<file path="src/rtl/tx_framed.sv">
// -----------------------------------------------------------------------------
// tx_framed
// Buffered asynchronous serial transmitter. Words are written into a small
// FIFO and then shifted out as frames: a start bit (0), DATA_SIZE data bits
// LSB first, an optional parity bit, and STOP_BITS stop bits (1). When the
// FIFO still holds words as a frame ends, the next frame starts with no idle
// time in between.
//
// Parameters
//   CLK_BAUD_RATIO : clock cycles per serial bit (>= 2)
//   DATA_SIZE      : data bits per frame (1..16)
//   PARITY_MODE    : 0 none, 1 even, 2 odd
//   STOP_BITS      : stop bits per frame (1 or 2)
//   FIFO_DEPTH     : word-buffer entries (power of 2, >= 2)
//
// Ports
//   clk_in      : clock, all logic on its rising edge
//   rst_in      : asynchronous active-high reset
//   new_data_in : write strobe for data_in
//   data_in     : word to transmit
//   ready_out   : high when the FIFO can accept a word
//   tx_out      : serial line, idle high
//   busy_out    : high while a frame is shifting or the FIFO is non-empty
//   count_out   : number of words held in the FIFO
// -----------------------------------------------------------------------------
module tx_framed #(
  parameter int CLK_BAUD_RATIO = 868,
  parameter int DATA_SIZE      = 8,
  parameter int PARITY_MODE    = 0,
  parameter int STOP_BITS      = 1,
  parameter int FIFO_DEPTH     = 4
) (
  input  logic                          clk_in,
  input  logic                          rst_in,
  input  logic                          new_data_in,
  input  logic [DATA_SIZE-1:0]          data_in,
  output logic                          ready_out,
  output logic                          tx_out,
  output logic                          busy_out,
  output logic [$clog2(FIFO_DEPTH):0]   count_out
);

  localparam int PW = $clog2(FIFO_DEPTH);
  localparam int CW = PW + 1;
  localparam int BW = (CLK_BAUD_RATIO > 2) ? $clog2(CLK_BAUD_RATIO) : 1;
  localparam int NW = 5;  // covers up to 16 data bits and 2 stop bits

  typedef enum logic [2:0] {IDLE, START, DATA, PARITY, STOP} state_t;

  // ---------------------------------------------------------------------------
  // Word FIFO
  // ---------------------------------------------------------------------------
  logic [DATA_SIZE-1:0] mem [FIFO_DEPTH];
  logic [PW-1:0]        wr_ptr_reg;
  logic [PW-1:0]        rd_ptr_reg;
  logic [CW-1:0]        count_reg;
  logic                 push;
  logic                 pop;
  logic [DATA_SIZE-1:0] head;

  // ready is based on the occupancy before any pop on the same edge, so a
  // full FIFO refuses a write even while the shifter is draining it.
  assign ready_out = (count_reg != CW'(FIFO_DEPTH));
  assign push      = new_data_in && ready_out;
  assign head      = mem[rd_ptr_reg];

  always_ff @(posedge clk_in) begin
    if (push) begin
      mem[wr_ptr_reg] <= data_in;
    end
  end

  // Pointers are exactly PW bits wide, so they wrap modulo FIFO_DEPTH.
  always_ff @(posedge clk_in or posedge rst_in) begin
    if (rst_in) begin
      wr_ptr_reg <= '0;
      rd_ptr_reg <= '0;
      count_reg  <= '0;
    end else begin
      if (push) begin
        wr_ptr_reg <= wr_ptr_reg + 1'b1;
      end
      if (pop) begin
        rd_ptr_reg <= rd_ptr_reg + 1'b1;
      end
      case ({push, pop})
        2'b10:   count_reg <= count_reg + 1'b1;
        2'b01:   count_reg <= count_reg - 1'b1;
        default: count_reg <= count_reg;
      endcase
    end
  end

  // ---------------------------------------------------------------------------
  // Frame shifter
  // ---------------------------------------------------------------------------
  state_t               state_reg,  state_next;
  logic [BW-1:0]        baud_reg,   baud_next;
  logic [NW-1:0]        bit_reg,    bit_next;
  logic [DATA_SIZE-1:0] shift_reg,  shift_next;
  logic                 parity_reg, parity_next;
  logic                 tx_reg,     tx_next;

  logic                 tick;
  logic [DATA_SIZE-1:0] shifted;
  logic                 head_parity;

  // tick marks the last clock of the current bit; the counter reloads to
  // zero there so every bit lasts exactly CLK_BAUD_RATIO clocks.
  assign tick        = (baud_reg == BW'(CLK_BAUD_RATIO - 1));
  assign shifted     = shift_reg >> 1;
  assign head_parity = (^head) ^ (PARITY_MODE == 2);

  always_ff @(posedge clk_in or posedge rst_in) begin
    if (rst_in) begin
      state_reg  <= IDLE;
      baud_reg   <= '0;
      bit_reg    <= '0;
      shift_reg  <= '0;
      parity_reg <= 1'b0;
      tx_reg     <= 1'b1;
    end else begin
      state_reg  <= state_next;
      baud_reg   <= baud_next;
      bit_reg    <= bit_next;
      shift_reg  <= shift_next;
      parity_reg <= parity_next;
      tx_reg     <= tx_next;
    end
  end

  // tx is registered: the comb block chooses the level for the next bit at
  // the boundary where that bit begins, so the line changes on that edge.
  always_comb begin
    state_next  = state_reg;
    baud_next   = tick ? '0 : baud_reg + 1'b1;
    bit_next    = bit_reg;
    shift_next  = shift_reg;
    parity_next = parity_reg;
    tx_next     = tx_reg;
    pop         = 1'b0;

    case (state_reg)
      IDLE: begin
        baud_next = '0;
        tx_next   = 1'b1;
        if (count_reg != '0) begin
          pop         = 1'b1;
          shift_next  = head;
          parity_next = head_parity;
          bit_next    = '0;
          state_next  = START;
          tx_next     = 1'b0;
        end
      end
      START: begin
        if (tick) begin
          state_next = DATA;
          bit_next   = '0;
          tx_next    = shift_reg[0];
        end
      end
      DATA: begin
        if (tick) begin
          if (bit_reg == NW'(DATA_SIZE - 1)) begin
            bit_next = '0;
            if (PARITY_MODE != 0) begin
              state_next = PARITY;
              tx_next    = parity_reg;
            end else begin
              state_next = STOP;
              tx_next    = 1'b1;
            end
          end else begin
            bit_next   = bit_reg + 1'b1;
            shift_next = shifted;
            tx_next    = shifted[0];
          end
        end
      end
      PARITY: begin
        if (tick) begin
          state_next = STOP;
          bit_next   = '0;
          tx_next    = 1'b1;
        end
      end
      STOP: begin
        if (tick) begin
          if (bit_reg == NW'(STOP_BITS - 1)) begin
            bit_next = '0;
            // Chain straight into the next start bit when a word is waiting.
            if (count_reg != '0) begin
              pop         = 1'b1;
              shift_next  = head;
              parity_next = head_parity;
              state_next  = START;
              tx_next     = 1'b0;
            end else begin
              state_next = IDLE;
              tx_next    = 1'b1;
            end
          end else begin
            bit_next = bit_reg + 1'b1;
          end
        end
      end
      default: begin
        state_next = IDLE;
        tx_next    = 1'b1;
      end
    endcase
  end

  assign tx_out    = tx_reg;
  assign busy_out  = (state_reg != IDLE) || (count_reg != '0);
  assign count_out = count_reg;

endmodule

</file>
<file path="config.mk">
export PLATFORM = sky130hd
export DESIGN_NAME = tx_framed
export DESIGN_NICKNAME = d
export VERILOG_FILES = /design/src/rtl/tx_framed.sv
export SDC_FILE = /design/constraint.sdc
export NUM_CORES = 1
export LEC_CHECK = 0
export ABC_CLOCK_PERIOD_IN_PS = 3400
export BUFFER_PORTS_ARGS = -buffer_cell sky130_fd_sc_hd__buf_2
export CORE_ASPECT_RATIO = 0.8
export CORE_UTILIZATION = 64
export DETAILED_ROUTE_END_ITERATION = 7
export PLACE_DENSITY = 0.83
export SYNTH_ARGS = -nofsm -noshare
export SYNTH_HDL_FRONTEND = slang
export SYNTH_SLANG_ARGS = --single-unit
</file>
<file path="constraint.sdc">
create_clock -name clk_in -period 3.4 [get_ports clk_in]
set_input_delay 0.68 -clock clk_in [delete_from_list [all_inputs] [get_ports clk_in]]
set_output_delay 0.68 -clock clk_in [all_outputs]
set_load 0.05 [all_outputs]
</file>
==> key figures <==
Timing
  – Clock skew: 0.0133 ns
  – RSZ-0062 raised after global routing: no
  – Final Hold Fails: 0
  – Final cycle utilization of the critical path: 84.7%
  – Finish-stage setup viols: 0
  – Hold WS: 0.404 ns
  – Max Clock Freq: 347 MHz
  – Post-route worst setup slack: 0.520 ns
  – Period minus WS final: 2.88 ns
  – Worst-Margin Slew: 0.595 ns
  – Slew Limit Fails: 0
  – Setup TNS: 0 ns
  – Rel. slew slack: 60.3%

Synthesis
  – Sequential fraction of the synthesis area: 58.7%
  – Synth Cell Area: 3090 µm²
  – Number of synthesized register bits: 66
  – Post-synth EDFFs: 32
  – Most common flop cell mapped by yosys: dfrtp_1
  – Mapped Cells: 227
  – Async set-reset flop share out of synthesis: 51.5%
  – Yosys Warn Count: 0
  – Count of cell types in the netlist: 51
  – Syn Nets: 247
  – Synthesized area per cell: 13.6 µm²

Routing
  – Final wirelength: 5810 µm
  – DR WL/cell: 18.6 µm
  – Antenna viol nets, final: 0
  – 1st-iter DRT viols: 149
  – Number of remaining DRC errors: 0
  – DR top layer: met4
  – Drt via density: 6.05
  – Via Count: 1889
  – Drt first pass iters: 4
  – Routed wl met3: 296 µm
  – Metal-1 WL: 2680 µm
  – Met2 WL: 2780 µm

Floorplanning
  – Chip height: 64.2 µm
  – # rows: 22
  – Die width: 79.7 µm
  – Top-level port count: 17
  – Initial core utilization: 66.8%
  – Die area: 5110 µm²
  – Core area: 4620 µm²

GRT
  – Initial antenna violation count: 0
  – Largest net degree at the start of global routing: 35
  – Grt ovf: 0
  – Gr usage total: 26.3%
  – Vias in the first global route: 1894
  – First-pass GRT wire length: 9540 µm

Final layout
  – Commonest non-fill, non-tap cell in the layout: dfrtp_1
  – Layout cells sized above 1: 22.6%
  – Number of inserted diodes: 0
  – Max reg flops: 32
  – Register area: 1810 µm²
  – Design Area, Final: 3440 µm²
  – Area of the multi-input gates: 1190 µm²
  – Most frequent cells in the layout: dfrtp_1, edfxtp_1, nor2_1, buf_2, inv_1
  – Post-synthesis to final-layout area growth: 11.3%
  – Layout Nets: 267
  – Fillers: 282

Worst setup path
  – Critical Path RT: 3.66 ns
  – CP Launch Type: flip-flop
  – Reg2Reg Launch Point: baud_reg[4]
  – Reg2Reg Depth: 9
  – Crit path max fanout: 7
  – Critical R2R Capture: count_out[2]
  – Crit Path Category: reg -> reg
  – WP data arrival: 3.14 ns
  – CP startpoint: baud_reg[4]
  – Reg-to-reg slack, setup: 0.52 ns
  – Kind of end point of the critical path: flip-flop
  – CP endpoint: count_out[2]

Clocking
  – Postcts setup bufs: 0
  – Clock tree sinks: 66
  – Hold_buf cts: 0
  – Worst skew pair latency: 0.35 ns
  – TritonCTS buffer count: 9
  – CTS Buffer Depth: 2
  – Clock Pin Slew Worst Setup and Hold Paths: 0.08 ns
  – H-tree levels: 3
  – CTS tree: yes
  – CTS resizes: 0
  – Root Driver: clkbuf_8

Place
  – # port buffers: 16
  – DP HPWL: 4020 µm
  – Dpl ws: 0.720 ns
  – Post-Place Cell Area: 3220 µm²
  – Gpl congestion: 0.788

Power
  – Cell area power density: 604 nW/µm²
  – Lkg Pwr: 1.39 nW
  – Peak supply drop: 0.558 mV

Worst hold path
  – Worst min path class: in -> async

Run
  – Max-cap violations: 0

Outcome
  – Status: complete, no violations
-- cell usage after synthesis, types with 3 or more instances --
cell type,count,area (µm²)
mux4_2,8,180
inv_1,13,48.8
mux2_2,10,113
nand3_1,12,60.1
ha_1,8,100
dfrtp_1,33,826
and2_1,3,18.8
nand2_1,9,33.8
nor2_1,16,60.1
mux2_1,3,33.8
and3_1,9,56.3
buf_2,3,15.0
xor2_1,10,87.6
edfxtp_1,32,961
clkbuf_1,4,15.0
xnor2_1,5,43.8
a211o_1,3,26.3
a2111oi_0,3,26.3
a21oi_1,4,20.0
-- where the power goes --
| part | total, mW | internal (mW) | switching [mW] |
|---|---|---|---|
| Combinational | 0.347 | 0.114 | 0.233 |
| Sequential | 1.00 | 0.956 | 0.0476 |
| Clock | 0.729 | 0.417 | 0.312 |
-- final cells by class --
class | count | share of cell area (%)
Clock buffer | 9 | 3.60
Tap cell | 60 | 2.18
Clock inverter | 7 | 2.95
Inverter | 13 | 1.42
Timing Repair Buffer | 17 | 2.55
Multi-Input combinational cell | 140 | 34.6
Sequential cell | 66 | 52.7
-- layer usage --
| metal | global-route usage [%] | up-vias |
|---|---|---|
| met5 | 0 | - |
| met2 | 39.9 | 64 |
| met4 | 8.18 | 0 |
| li1 | - | 889 |
| met3 | 8.00 | 7 |
| met1 | 36.6 | 929 |
-- stage by stage --
| step | std cells | total power [mW] | utilization [%] |
|---|---|---|---|
| final | 312 | 2.08 | 74.4 |
| after global routing | 312 | 2.16 | 74.4 |
| after CTS | 312 | 2.09 | 74.4 |
| after detailed placement | 296 | 1.37 | 69.5 |
| after global placement | 296 | 1.35 | 69.5 |
| after floorplan | 227 | 1.26 | - |
-- cells by family (layout without fill, tap and decap cells) --
logic type	count (synthesis)	after routing	synth area share, %
AOI/OAI and AO/OA	26	26	6.92
xor gates and xnor gates	15	15	4.25
adders and majority gates	9	9	3.89
buffers and inverters	21	46	2.79
DFF	66	66	58.7
muxes	22	22	10.9
and+or+nand+nor	68	68	12.6
-- how the worst min path moves through the flow --
stage | startpoint | endpoint | slack, ns | depth (start not counted)
global route | rst_in | baud_reg[7] | 0.46 | 3
floorplan | baud_reg[0] | baud_reg[0] | 0.45 | 1
finish | rst_in | count_out[1] | 0.40 | 3
global placement | baud_reg[0] | baud_reg[0] | 0.46 | 1
CTS | rst_in | count_out[1] | 0.43 | 3
detailed placement | shift_reg[2] | shift_reg[2] | 0.47 | 1
-- worst max-delay path, stage by stage, from the launching register on --
cell and delay [ns]:
dfrtp_1 0.47, nor3_1 0.48, nand4_1 0.29, a21oi_1 0.37, ha_1 0.26, inv_1 0.06
fa_1 0.38, xor2_1 0.16, nor2_1 0.13, xor2_1 0.20
(Power assumes the default switching activity.)
